[config.mk]
export PLATFORM = sky130hd
export DESIGN_NAME = fp_vredsum_seq
export DESIGN_NICKNAME = d
export VERILOG_FILES = /design/src/rtl/vpu_fp_pkg.sv /design/src/rtl/fp_vredsum_seq.sv
export SDC_FILE = /design/constraint.sdc
export NUM_CORES = 1
export LEC_CHECK = 0
export ABC_AREA = 1
export CELL_PAD_IN_SITES_DETAIL_PLACEMENT = 1
export CELL_PAD_IN_SITES_GLOBAL_PLACEMENT = 1
export CORE_UTILIZATION = 22
export DETAILED_ROUTE_END_ITERATION = 10
export GPL_TIMING_DRIVEN = 0
export HOLD_SLACK_MARGIN = 0.06
export PLACE_DENSITY = 0.8
export SKIP_CTS_REPAIR_TIMING = 1
export SLEW_MARGIN = 20
export SYNTH_ARGS = -nofsm -noshare
export SYNTH_HDL_FRONTEND = slang
export SYNTH_SLANG_ARGS = --single-unit
[constraint.sdc]
create_clock -name clk -period 1.3 [get_ports clk]
set_input_delay 0.13 -clock clk [delete_from_list [all_inputs] [get_ports clk]]
set_output_delay 0.13 -clock clk [all_outputs]
set_load 0.005 [all_outputs]
[src/rtl/vpu_fp_pkg.sv]
// Shared FP32 field layout and reduction-sequencer state encoding
// for the vector FP unit.
package vpu_fp_pkg;

  localparam int SIGN_BIT = 31;
  localparam int EXP_W    = 8;
  localparam int MANT_W   = 23;
  localparam int EXP_LSB  = MANT_W;

  localparam logic [31:0] QNAN = 32'h7FC0_0000;

  typedef enum logic [1:0] {
    RS_IDLE,
    RS_RUN,
    RS_DONE
  } redsum_state_t;

endpackage

[src/rtl/fp_vredsum_seq.sv]
// Unordered FP sum-reduction sequencer: streams vs2 elements into
// an external adder and accumulates onto vs1[0].
module fp_vredsum_seq
  import vpu_fp_pkg::*;
#(
  parameter int WIDTH    = 32,
  parameter int VLEN_MAX = 32,
  parameter int AW       = 5
) (
  input  logic             clk,
  input  logic             rst_n,
  input  logic             start,
  input  logic [AW:0]      vl,
  input  logic [WIDTH-1:0] scalar_init,
  input  logic             flush,
  output logic             rd_en,
  output logic [AW-1:0]    rd_addr,
  input  logic [WIDTH-1:0] rd_data,
  output logic [WIDTH-1:0] add_a,
  output logic [WIDTH-1:0] add_b,
  output logic             add_sub,
  input  logic [WIDTH-1:0] add_y,
  output logic             busy,
  output logic [WIDTH-1:0] result,
  output logic             result_valid,
  input  logic             result_ready
);

  localparam logic [AW:0] VMAX = (AW+1)'(VLEN_MAX);

  redsum_state_t state, state_n;

  logic [WIDTH-1:0] acc, acc_n;
  logic [AW:0]      idx, idx_n;
  logic [AW:0]      vl_q, vl_n;
  logic             pend, pend_n;

  always_ff @(posedge clk or negedge rst_n) begin
    if (!rst_n) begin
      state <= RS_IDLE;
      acc   <= '0;
      idx   <= '0;
      vl_q  <= '0;
      pend  <= 1'b0;
    end else begin
      state <= state_n;
      acc   <= acc_n;
      idx   <= idx_n;
      vl_q  <= vl_n;
      pend  <= pend_n;
    end
  end

  always_comb begin
    state_n = state;
    acc_n   = acc;
    idx_n   = idx;
    vl_n    = vl_q;
    rd_en   = 1'b0;

    // Data for the read issued last cycle is on rd_data now.
    if (pend) acc_n = add_y;

    unique case (state)
      RS_IDLE: begin
        if (start) begin
          acc_n   = scalar_init;
          vl_n    = (vl > VMAX) ? VMAX : vl;
          idx_n   = '0;
          state_n = RS_RUN;
        end
      end
      RS_RUN: begin
        if (idx < vl_q) begin
          rd_en = 1'b1;
          idx_n = idx + 1'b1;
        end else begin
          state_n = RS_DONE;
        end
      end
      RS_DONE: begin
        if (result_ready) state_n = RS_IDLE;
      end
      default: state_n = RS_IDLE;
    endcase

    if (flush) begin
      state_n = RS_IDLE;
      rd_en   = 1'b0;
      acc_n   = acc;
    end

    pend_n = rd_en;
  end

  assign rd_addr      = idx[AW-1:0];
  assign add_a        = acc;
  assign add_b        = rd_data;
  assign add_sub      = 1'b0;
  assign busy         = (state != RS_IDLE);
  assign result       = acc;
  assign result_valid = (state == RS_DONE) && !flush;

endmodule
# ---- Word-level counts from Yosys, hierarchy flattened
# Cells that the tools add are included.
dict set report totals {
  out_inout_bits 105
  wordCells 38
  register_bits 47
  inputBits 107
}
dict set report op_classes {
  order_cmp 2
  addsub 1
  muxes 15
  n_reduce_logical 8
  eq_ne 7
}
# op n
set ops {}
lappend ops {{32-bit two-way mux} 3}
lappend ops {{6-bit two-way mux} 3}
lappend ops {{6-bit case mux with 2 select lines} 1}
lappend ops {{3-bit != test, second input constant} 3}
lappend ops {{2-bit two-way mux} 4}
lappend ops {{6-bit by 1-bit adder with 6-bit output, second input constant} 1}
lappend ops {{6-bit greater-than comparator, second input constant} 1}
lappend ops {{6-bit < comparator} 1}
lappend ops {{2-bit case mux with 3 select lines} 1}
lappend ops {{3-bit AND reduction} 2}
lappend ops {{2-bit != test, second input constant} 2}
lappend ops {{2-bit nonzero test} 2}
lappend ops {{1-bit two-way mux} 3}
lappend ops {{2-bit by 1-bit equality test with 1-bit output, second input constant} 1}
lappend ops {{2-bit equality test, second input constant} 1}
lappend ops {{2-bit logical NOT} 1}
lappend ops {{2-bit AND reduction} 1}
lappend ops {{1-bit logical AND} 1}
lappend ops {{1-bit logical NOT} 1}

# ---- Logic depth before layout (Yosys ltp)
dict set report logic_depth {
  word_depth 4
  ltp_mapped 11
  depth_no_buf 11
}

# ---- Worst setup path after synthesis
# OpenSTA, ideal clock, no wires.
dict set report synth_path {
  kind {reg2reg}
  start {register idx[3]}
  end {register idx[3]}
  setup_slack_ns -0.058
  arrival_ns 1.242
  setup_time_ns 0.117
  required_time_ns 1.183
  stages_incl_launch_ff 9
  n_path_buf 0
  period_less_slack_ns 1.358
  path_cell_list {dfrtp_1 ha_1 nand2_1 nor2_1 nand2_1 nand2_4 nand2_2 nand2_1 nand2_1}
}
dict set report synth_between {
  elab_chain_cells 3
  word_cells_on_any_way 6
  classes_between {1 x add/sub; 1 x order compare; 1 x eq/ne; 2 x mux; 1 x reduce/logical}
}
# item line
set synth_rtl {}
lappend synth_rtl {{start, declared} fp_vredsum_seq.sv:34} ;# logic [AW:0] idx, idx_n;
lappend synth_rtl {{start signal, assigned} fp_vredsum_seq.sv:48} ;# idx <= idx_n;
lappend synth_rtl {{6-bit by 1-bit adder with 6-bit output / 6-bit < comparator (equally long branches)} {fp_vredsum_seq.sv:76, fp_vredsum_seq.sv:74}}
lappend synth_rtl {{6-bit two-way mux / 2-bit != test (equally long branches)} n/a}
lappend synth_rtl {{6-bit case mux with 2 select lines / 3-bit AND reduction (equally long branches)} n/a}
# Parallel ways exist; a longest one is shown, timed or not. The select of a mux whose other input is x is not followed.
# A chain may end at the register's enable or synchronous reset.

# ---- Worst setup path after layout
dict set report layout_path {
  start {register idx[5]}
  end {output rd_en}
}
dict set report layout_between {
  elab_chain_cells 4
}
# item line
set layout_rtl {}
lappend layout_rtl {{6-bit < comparator} fp_vredsum_seq.sv:74} ;# if (idx < vl_q) begin
lappend layout_rtl {{1-bit two-way mux} fp_vredsum_seq.sv:74}
lappend layout_rtl {{1-bit two-way mux} fp_vredsum_seq.sv:64} ;# unique case (state)
lappend layout_rtl {{1-bit two-way mux} fp_vredsum_seq.sv:87} ;# if (flush) begin
lappend layout_rtl {{end, declared} fp_vredsum_seq.sv:16} ;# output logic rd_en,
# No other way between the ends.

==> impl_metrics.toml <==
[status]
outcome = "finished with violations"
violations = "negative setup slack"

[clock_tree]
cts_tree = "built"
clk_latency_ns = 0.28
clock-root-buffer = "clkbuf_16"
cts_htree_levels = 2
cts_buffers = 5
clk_pin_slew_ns = 0.07
clk_path_buf_depth = 2
cts_sinks = 47

[sta]
maxSlewHeadroom_pct = 60.6
setup_viol = 48
fin_crit_sh_pct = 138
max_freq_mhz = 559
worstMarginPinSlew_ns = 0.592
rsz0062_at_grt = "yes"
setup_ws_ns = -0.490
skew_ns = 0.00616
final-hold-violation-count = 0
report.final.slew_viol_count = 0
min_period_ns = 1.79

[cells_and_area]
n_antenna_cell = 0
layout_common_cells = "113 x buf_4, 106 x clkdlybuf4s50_1, 70 x dlymetal6s2s_1, 55 x nand2_1, 39 x dfrtp_1"
fin_area_um2 = 6410
syn2layout_area_growth_pct = 109
fin_nets = 733
drive_gt1_share_pct = 38.6
layout_commonest_cell = "buf_4"

[synth]
syn_area_per_cell_um2 = 8.09
synth-edff-count = 0
yosys_warnings = 0
syn-num-nets = 492
synth_top_area_share_pct = 38.4
synthArstFlopShare_pct = 100
syn_inst = 379
synth_area_leaders = "dfrtp_1 38%, buf_4 17%, nand2_1 8.3%"
synth-seq-area-share_pct = 38.4
ys_ff_latch = 47
synth_largest_area_cell = "dfrtp_1"
synthDistinctLibCells = 29
ys.flop_type = "dfrtp_1"
syn_area_um2 = 3070

[place]
gp_congestion = 0.775
io_buffers = 178
dpl_worst_slack_ns = -0.687
dpl.hpwl_um = 9300
place_area_um2 = 5090

[grt]
grt_pass1_vias = 3469
grt_max_degree = 26
grt_pass1_wl_um = 17900
grt_overflow = 0
antenna_found_initial = 0
grtUsageTotal_pct = 15.7

[die]
die_area_um2 = 14400
core-area_um2 = 13400
placementRows = 42
start_util_pct = 22.9
fp.dieW_um = 120
io_pins = 212
die_h_um = 120

[drt]
ant_nets = 0
drt-wirelength-per-cell_um = 16.8
drt-total-wl_um = 13400
top_layer_used = "met4"
avgViaCountPerCell = 4.46
drt-pass1-iter-count = 4
route.detailed.drc = 0
num_vias = 3556
dr_wl_met3_um = 776
dr_wl_met2_um = 7460
drtIter0Drc = 149
met1Wirelength_um = 5050

[critical_path]
critPathLaunch = "idx[5]"
required_ns = 1.17
endpoint_kind = "primary output"
cp_cell_sequence = "ha_4, nand2_2, nand2_2, nor2_1, nand2_1, inv_2, nand2_4, nor2_4, clkbuf_2"
rr_startpoint = "idx[5]"
path_class = "reg2out"
critPathMaxFanout = 4
cpPeakStageDelay_ns = 0.43
cp_common_cell = "nand2_2"
crit_arrival_ns = 1.66
crit_slowest_cell = "dfrtp_1"
cp-start-kind = "flip-flop"

[power_and_ir_drop]
power-per-cell-area_nw_per_um2 = 1980
p_leak_nw = 3.33
vdd_drop_max_mv = 0.661
power.total_mw = 12.7

[min_path]
min_from = "flush"
hp-class = "in2reg"

[run]
drv_cap = 0
path summary, 6_finish.rpt:
path / to / slack, ns / depth (start not counted)
max: rd_en / -0.49 / 9
min: state[0] / 0.25 / 2
max reg2reg: idx[1] / -0.37 / 11
min reg2reg: vl_q[0] / 0.48 / 2
max in group asynchronous: state[0] / 0.32 / 3
min in group asynchronous: add_a[29] / 0.41 / 2
layout make-up:
type	count	area [um^2]
clock buffer	6	139
sequential	47	1190
timing repair buffer	235	2540
buffer	90	731
fill	1521	6990
clock inverter	2	35.0
tap	176	220
multi-input combinational	219	1460
inverter	22	101
cells in the mapped netlist, types with 2 or more instances:
cell / number
buf_4: 71
nand3_1: 12
inv_1: 21
nand2_2: 2
o22ai_1: 2
a31oi_1: 32
nor2_1: 13
a21oi_1: 34
clkbuf_1: 6
nand2_4: 2
nand2_1: 68
o21ai_0: 34
dfrtp_1: 47
buf_6: 7
ha_1: 6
buf_2: 5
o21ai_1: 2
nor3_1: 2
clkbuf_2: 2
nand4_1: 2
through the flow:
stage                     instances  hold WS, ns  util [%]  TNS (ns)
after global routing            797        0.247      47.9    -11.20
after floorplan                 379       -0.166         -    -0.240
after CTS                       742       -0.151      39.3    -14.17
after global placement          733        0.478      37.9    -76.51
final                           797        0.245      47.9     -7.68
after detailed placement        734        0.161      38.0    -17.22
worst max-delay path, delay by kind of cell (launching register included):
kind	cells	cell delay, ns
adders and majority gates	1	0.25
buffers and inverters	2	0.20
DFF	1	0.43
and+or+nand+nor	6	0.51
routing by layer:
metal / up-vias / track usage, %
li1: 1682 / -
met1: 1731 / 17.6
met2: 134 / 29.3
met3: 9 / 3.75
met4: 0 / 3.91
met5: - / 0
flip-flops by register name, indices dropped and copies added, names as in the netlist:
name / flops
idx: 6
vl_q: 6
pend: 1
state: 2
add_a: 32
power breakdown:
part	internal (mW)	total, mW	leakage (nW)	switching (mW)
clock network	0.958	1.53	0.0868	0.573
registers	2.14	2.73	0.554	0.589
logic	5.07	8.46	2.69	3.39
logic make-up (layout without fill, tap and decap cells):
family	Yosys count	count (layout)	synth area share, %
adders and majority gates	6	6	2.45
AOI/OAI and AO/OA	106	106	18.9
other	1	1	0.122
and+or+nand+nor	105	105	15.2
xor gates and xnor gates	1	1	0.286
DFF	47	47	38.4
buffers and inverters	113	355	24.7
No activity file was read; power rests on OpenSTA's default activity.
